**src/rtl/trap_ctrl.sv**
```systemverilog
// Machine-mode trap sequencer: picks irq/exception/mret at commit, drains the LSU,
// strobes the mepc/mcause write, then hands a redirect target to the IFU.
module trap_ctrl #(
   parameter int DRAIN_MAX = 64,
   parameter int CNT_W     = 7
) (
   input  logic        clock,
   input  logic        reset,
   input  logic        instr_valid,
   input  logic [31:0] instr_pc,
   input  logic        ecall,
   input  logic        ebreak,
   input  logic        illegal,
   input  logic        mret,
   input  logic        irq_timer,
   input  logic        mstatus_mie,
   input  logic [31:0] mtvec_rdata,
   input  logic [31:0] mepc_rdata,
   input  logic        lsu_busy,
   input  logic        redirect_ready,
   output logic        stall,
   output logic        exception_en,
   output logic [31:0] mepc_wdata,
   output logic [31:0] mcause_wdata,
   output logic        redirect_valid,
   output logic [31:0] redirect_pc,
   output logic        drain_err
);

   typedef enum logic [1:0] {IDLE, DRAIN, COMMIT, REDIRECT} state_t;

   localparam logic [31:0] CAUSE_IRQ     = 32'h8000_0007;
   localparam logic [31:0] CAUSE_ILLEGAL = 32'd2;
   localparam logic [31:0] CAUSE_EBREAK  = 32'd3;
   localparam logic [31:0] CAUSE_ECALL   = 32'd11;
   localparam logic [31:0] ALIGN_MASK    = ~32'h3;

   localparam logic [CNT_W-1:0] CNT_MAX = CNT_W'(DRAIN_MAX);
   localparam logic [CNT_W-1:0] CNT_ONE = CNT_W'(1);

   state_t           state;
   logic [CNT_W-1:0] drain_cnt;
   logic [31:0]      cause_q;
   logic [31:0]      pc_q;
   logic             is_mret_q;

   logic             take_irq;
   logic             trap_req;
   logic             accept;
   logic [31:0]      cause_sel;

   assign take_irq = irq_timer & mstatus_mie;
   assign trap_req = take_irq | illegal | ebreak | ecall;
   assign accept   = (state == IDLE) & instr_valid & (trap_req | mret);
   assign stall    = (state != IDLE) | accept;

   // NOTE: cause_sel gets a default first so no path through the block infers a latch.
   always_comb begin
      cause_sel = '0;
      if (take_irq)     cause_sel = CAUSE_IRQ;
      else if (illegal) cause_sel = CAUSE_ILLEGAL;
      else if (ebreak)  cause_sel = CAUSE_EBREAK;
      else if (ecall)   cause_sel = CAUSE_ECALL;
   end

   // NOTE: every register below uses <=, so all branches read pre-edge values.
   always_ff @(posedge clock) begin
      if (!reset) begin
         state          <= IDLE;
         drain_cnt      <= '0;
         cause_q        <= '0;
         pc_q           <= '0;
         is_mret_q      <= 1'b0;
         exception_en   <= 1'b0;
         mepc_wdata     <= '0;
         mcause_wdata   <= '0;
         redirect_valid <= 1'b0;
         redirect_pc    <= '0;
         drain_err      <= 1'b0;
      end else begin
         case (state)
            IDLE: begin
               if (accept) begin
                  drain_cnt <= '0;
                  pc_q      <= instr_pc;
                  cause_q   <= cause_sel;
                  is_mret_q <= ~trap_req;
                  state     <= DRAIN;
               end
            end
            DRAIN: begin
               if (lsu_busy) begin
                  // Counter saturates at DRAIN_MAX; the error is flagged as it gets there.
                  if (drain_cnt != CNT_MAX) drain_cnt <= drain_cnt + CNT_ONE;
                  if (drain_cnt == CNT_MAX - CNT_ONE) drain_err <= 1'b1;
               end else if (is_mret_q) begin
                  redirect_pc    <= mepc_rdata & ALIGN_MASK;
                  redirect_valid <= 1'b1;
                  state          <= REDIRECT;
               end else begin
                  exception_en <= 1'b1;
                  mepc_wdata   <= pc_q;
                  mcause_wdata <= cause_q;
                  state        <= COMMIT;
               end
            end
            COMMIT: begin
               exception_en   <= 1'b0;
               mepc_wdata     <= '0;
               mcause_wdata   <= '0;
               redirect_pc    <= mtvec_rdata & ALIGN_MASK;
               redirect_valid <= 1'b1;
               state          <= REDIRECT;
            end
            REDIRECT: begin
               if (redirect_ready) begin
                  redirect_valid <= 1'b0;
                  state          <= IDLE;
               end
            end
            default: state <= IDLE;
         endcase
      end
   end

endmodule

```
**config.mk**
```make
export PLATFORM = sky130hd
export DESIGN_NAME = trap_ctrl
export DESIGN_NICKNAME = d
export VERILOG_FILES = /design/src/rtl/trap_ctrl.sv
export SDC_FILE = /design/constraint.sdc
export NUM_CORES = 1
export LEC_CHECK = 0
export BUFFER_PORTS_ARGS = -buffer_cell sky130_fd_sc_hd__buf_2
export CAP_MARGIN = 20
export CORE_MARGIN = 10
export CORE_UTILIZATION = 48
export DETAILED_ROUTE_END_ITERATION = 8
export GPL_TIMING_DRIVEN = 1
export PLACE_DENSITY = 0.8
export SYNTH_ARGS = -nofsm -noshare
export SYNTH_HDL_FRONTEND = slang
export SYNTH_SLANG_ARGS = --single-unit
```
**constraint.sdc**
```tcl
create_clock -name clock -period 2.1 [get_ports clock]
set_clock_uncertainty 0.2 [all_clocks]
set_input_delay 0 -clock clock [delete_from_list [all_inputs] [get_ports clock]]
set_output_delay 0 -clock clock [all_outputs]
set_load 0.02 [all_outputs]
```
# After elaboration in Yosys (flattened, before gate mapping)
# Index checks and enable logic that the tools add are counted.
# Widths: inputs -> output; s select.
# word_totals
elab_cells,74
in_bits,107
reg_bits,173
# classes
muxes,29
n_eq_ne,12
bitwise,9
n_reduce_logical,12
n_addsub,1
# op_table
op,n
$mux 32,7
$pmux 32 s2,3
$mux 7,3
$ne 2x2->1 const B,7
$pmux 7 s2,1
$mux 4,3
$reduce_and 3->1,4
$pmux 2 s4,1
$reduce_and 4->1,2
$add 7x1->7 const B,1
$eq 7x6->1 const B,1
$ne 7x7->1 const B,1
$mux 1,6
$mux 2,3
$reduce_bool 2->1,3
$or 1x1->1,5
$eq 2x2->1 const B,2
$and 1x1->1,3
$pmux 1 s3,1
$reduce_bool 3->1,1
$eq 2x1->1 const B,1
$logic_not 2->1,1
$pmux 1 s2,1
$reduce_and 2->1,1
$not 1->1,1

# Longest topological paths before layout
# depth
ltp_word,8
ltp_mapped,9

# Least setup slack after synthesis
# Ideal clock, no wire load.
# synth_path
path_kind,register to register
from,reg state[1]
to,reg drain_cnt[2]
t_arrival_ns,1.675
stages_incl_launch_ff,8
setup_slack_ns,0.166
t_required_ns,1.841
setup_time_ns,0.059
cell_sequence,dfxtp_1 inv_1 ha_1 and4b_4 a211oi_4 and3_1 buf_6 a41o_1
# synth_via
elab_chain_cells,5
elab_cells_between_ends,10
classes_between,4 x eq/ne; 1 x mux; 2 x bitwise; 3 x reduce/logical
# synth_rtl
element,line,rtl
"start, declared",41,state_t state;
"start signal, assigned",69,state <= IDLE;
"start signal, assigned",88,state <= DRAIN;
"start signal, assigned",99,state <= REDIRECT;
$logic_not 2->1,"54, 81",
$and 1x1->1 (2 in series),54,assign accept = (state == IDLE) & instr_valid & (trap_req | mret);
$ne 2x2->1 (no line),n/a,
$reduce_and 4->1 (no line),n/a,
"end signal, assigned",94,if (drain_cnt != CNT_MAX) drain_cnt <= drain_cnt + CNT_ONE;
"end, declared",42,logic [CNT_W-1:0] drain_cnt;
# Parallel ways exist; a longest one is shown, timed or not.
# A chain may end at the register's enable or synchronous reset.

# Worst setup path in the final report
# layout_path
from,reg state[0]
to,reg drain_cnt[0]
# Same word-level chain as after synthesis.

==> results.yml <==
floorplan:
  die_area_sq_mm: 0.0149
  rows: 37
  pin_count: 207
  core-area_sq_mm: 0.0102
  initial_core_util: 0.489
  die_h_um: 122
  fp.dieW_um: 122
finish:
  area_growth_pct: 54.8
  fillCellCount: 642
  multi_input_area_sq_mm: 0.00240
  regArea_sq_mm: 0.00230
  final_cell_area_sq_mm: 0.00775
  drive_gt1_frac: 0.344
  final_cells: 972
  nets: 932
placement:
  hpwlAfterDp_um: 10100
  finalWeightedCongestion: 0.850
  port-buffer-count: 173
  dp.cells: 822
  placed_area_sq_mm: 0.00591
detailed_routing:
  vias_per_cell: 5.27
  dr_total_vias: 5120
  ant_nets: 0
  wire_per_inst_um: 18.4
  drtIter0Drc: 417
  drc_errors: 0
  drt_wl_total_um: 17900
  drt_pass1_iterations: 5
worst_setup_path:
  cp.required_ns: 2.29
  worstPathArrival_ns: 2.24
  crit_path_max_incr_delay_ns: 0.43
  crit_slowest_cell: "dfxtp_1"
  end_kind: "flip-flop"
  critPathLaunchType: "flip-flop"
  critPathKind: "flip-flop to flip-flop"
  path_cells: "inv_2 -> ha_4 -> mux2i_1 -> a211oi_4 -> buf_4 -> and3_1 -> a31o_2"
  crit_fanout: 6
yosys:
  synthMuxAreaShare: 0.0620
  synth.top_cell.area_share: 0.460
  synth-seq-cells: 115
  synth_edf_count: 0
  synth_common_cells: "115 x dfxtp_1, 75 x nand2_1, 54 x nor2_1"
  synth_cell_types: 44
  synth.avg_cell_area_sq_um: 9.24
  synth_xor_area_frac: 0
  synth_top_family_by_area: "compound AO/OA/AOI/OAI gates"
  yosysWarnings: 0
  synth-main-ff-cell: "dfxtp_1"
  syn_inst: 542
  synth.top_cells.by_area: "dfxtp_1 46%, mux2i_1 6.2%, nand2_1 5.6%"
  async_flop_share: 0
  ys_seq_area_frac: 0.460
  synth_compound_gate_area_share: 0.209
  synthSimpleGateAreaFrac: 0.156
  yosys.area_share.adder: 0.0175
  synth_area_sq_mm: 0.00501
  yosysTopAreaCell: "dfxtp_1"
  yosys.cell_count.top_type: "dfxtp_1"
grt:
  grt_pass1_wl_um: 27800
  grtUsageTotal: 0.230
  grt-ovfl-total: 0
  first_global_vias: 5415
  antenna_found_initial: 4
  grt_start_max_net_pins: 66
hold_path:
  worstHoldPathType: "primary input to flip-flop"
sta:
  tns_ns: 0
  hold_viol: 0
  whs_ns: 0.0845
  post-route-period-util: 0.976
  fin_crit_ns: 2.05
  slew_violations: 0
  setup_viol: 0
  max_freq_ghz: 0.488
power_and_ir_drop:
  ir_drop_mv: 0.666
  powerDensity_mw_per_mm2: 1160
  finalPower_w: 0.00901
  p_leak_nw: 3.28
run_status:
  status: "completed"
clocking:
  clock_latency_ns: 0.50
  htreeDepth: 4
  numCtsBuffers: 17
  clockBufferDepth: 2
  cts_sinks: 115
  cts_root_buf: "clkbuf_8"
  clkTransAtPathRegs_ns: 0.06
  tritoncts: "yes"
job:
  drv_cap: 0
==> layer usage <==
metal	track usage	wire length, um
met5	0	0
met4	0.0906	391
met3	0.115	2140
met2	0.372	8580
met1	0.253	6790
==> critical path, delay by kind of cell, from the launching register on <==
kind	cells	cell delay, ns
flip-flops	1	0.43
AO/OA/AOI/OAI	2	0.33
buffers and inverters	2	0.28
multiplexers	1	0.28
AND/OR/NAND/NOR	1	0.23
adder cells (fa/ha/maj)	1	0.20
==> placed cells by master (no fill, tap or decap), types with 2 or more instances in the layout <==
master / synthesis / routed
a211oi_1: 32 / 32
a211oi_4: 2 / 2
a21oi_1: 42 / 41
a21oi_4: 0 / 2
a22oi_1: 16 / 16
a22oi_2: 20 / 20
a311oi_1: 3 / 3
a31o_2: 2 / 2
a31oi_1: 2 / 2
a32o_1: 3 / 3
buf_12: 0 / 6
buf_2: 20 / 173
buf_4: 33 / 12
bufinv_16: 0 / 4
clkbuf_16: 0 / 18
clkbuf_8: 0 / 2
clkinv_2: 0 / 2
clkinv_4: 0 / 5
clkinvlp_4: 0 / 2
conb_1: 1 / 29
dfxtp_1: 115 / 115
diode_2: 0 / 5
dlygate4sd3_1: 0 / 106
ha_1: 7 / 4
ha_4: 0 / 2
inv_1: 8 / 5
inv_2: 0 / 2
mux2i_1: 31 / 31
nand2_1: 75 / 75
nand2b_1: 2 / 2
nand3_1: 7 / 7
nor2_1: 54 / 53
nor2_2: 20 / 21
nor3_1: 6 / 5
nor4_1: 2 / 2
o21ai_0: 2 / 2
o221ai_1: 2 / 2
==> through the flow <==
stage	worst slack (ns)	utilization
5_1_grt	-0.00764	0.757
4_1_cts	0.00213	0.746
6_report	0.0500	0.758
3_3_place_gp	0.0743	0.577
3_5_place_dp	-0.00182	0.577
2_1_floorplan	0.166	-
==> area by class of cell <==
class | instances | area share
inverter | 8 | 0.00404
timing repair buffer | 300 | 0.284
multi-input combinational | 376 | 0.310
clock inverter | 14 | 0.0263
antenna | 5 | 0.00161
tap | 136 | 0.0220
clock buffer | 18 | 0.0552
sequential | 115 | 0.297
==> power breakdown <==
group	switching [W]	internal (W)
Clock	0.00106	0.00198
Sequential	0.000235	0.00255
Combinational	0.00190	0.00128
Total	0.00320	0.00581
==> flip-flops by register name (all words and copies together) (netlist names) <==
register / count
cause_q: 4
is_mret_q: 1
redirect_valid: 1
mcause_wdata: 4
drain_err: 1
mepc_wdata: 32
redirect_pc: 30
pc_q: 32
state: 2
exception_en: 1
drain_cnt: 7
==> path summary, 6_finish.rpt <==
| check | startpoint | endpoint | slack [ns] | depth (start not counted) |
|---|---|---|---|---|
| worst max register to register | state[0] | drain_cnt[0] | 0.05 | 7 |
| worst min register to register | pc_q[13] | pc_q[13] | 0.26 | 2 |
| worst min-delay path | instr_pc[15] | pc_q[15] | 0.08 | 4 |
| worst max-delay path | state[0] | drain_cnt[0] | 0.05 | 7 |
==> cell families after synthesis <==
group / count (synthesis)
AND/OR/NAND/NOR: 174
AO/OA/AOI/OAI: 135
flip-flops: 115
buffers and inverters: 79
multiplexers: 31
adder cells (fa/ha/maj): 7
other: 1
==> what timing repair did <==
item	4_1_cts	5_1_grt
setup endpoints to repair	4	74
setup buffers	2	3
hold buffers	106	0
endpoints found under the hold margin	80	0
pin swaps	1	1
gates cloned	0	2
gates resized for setup	4	8
Power figures use the tool's default switching activity.
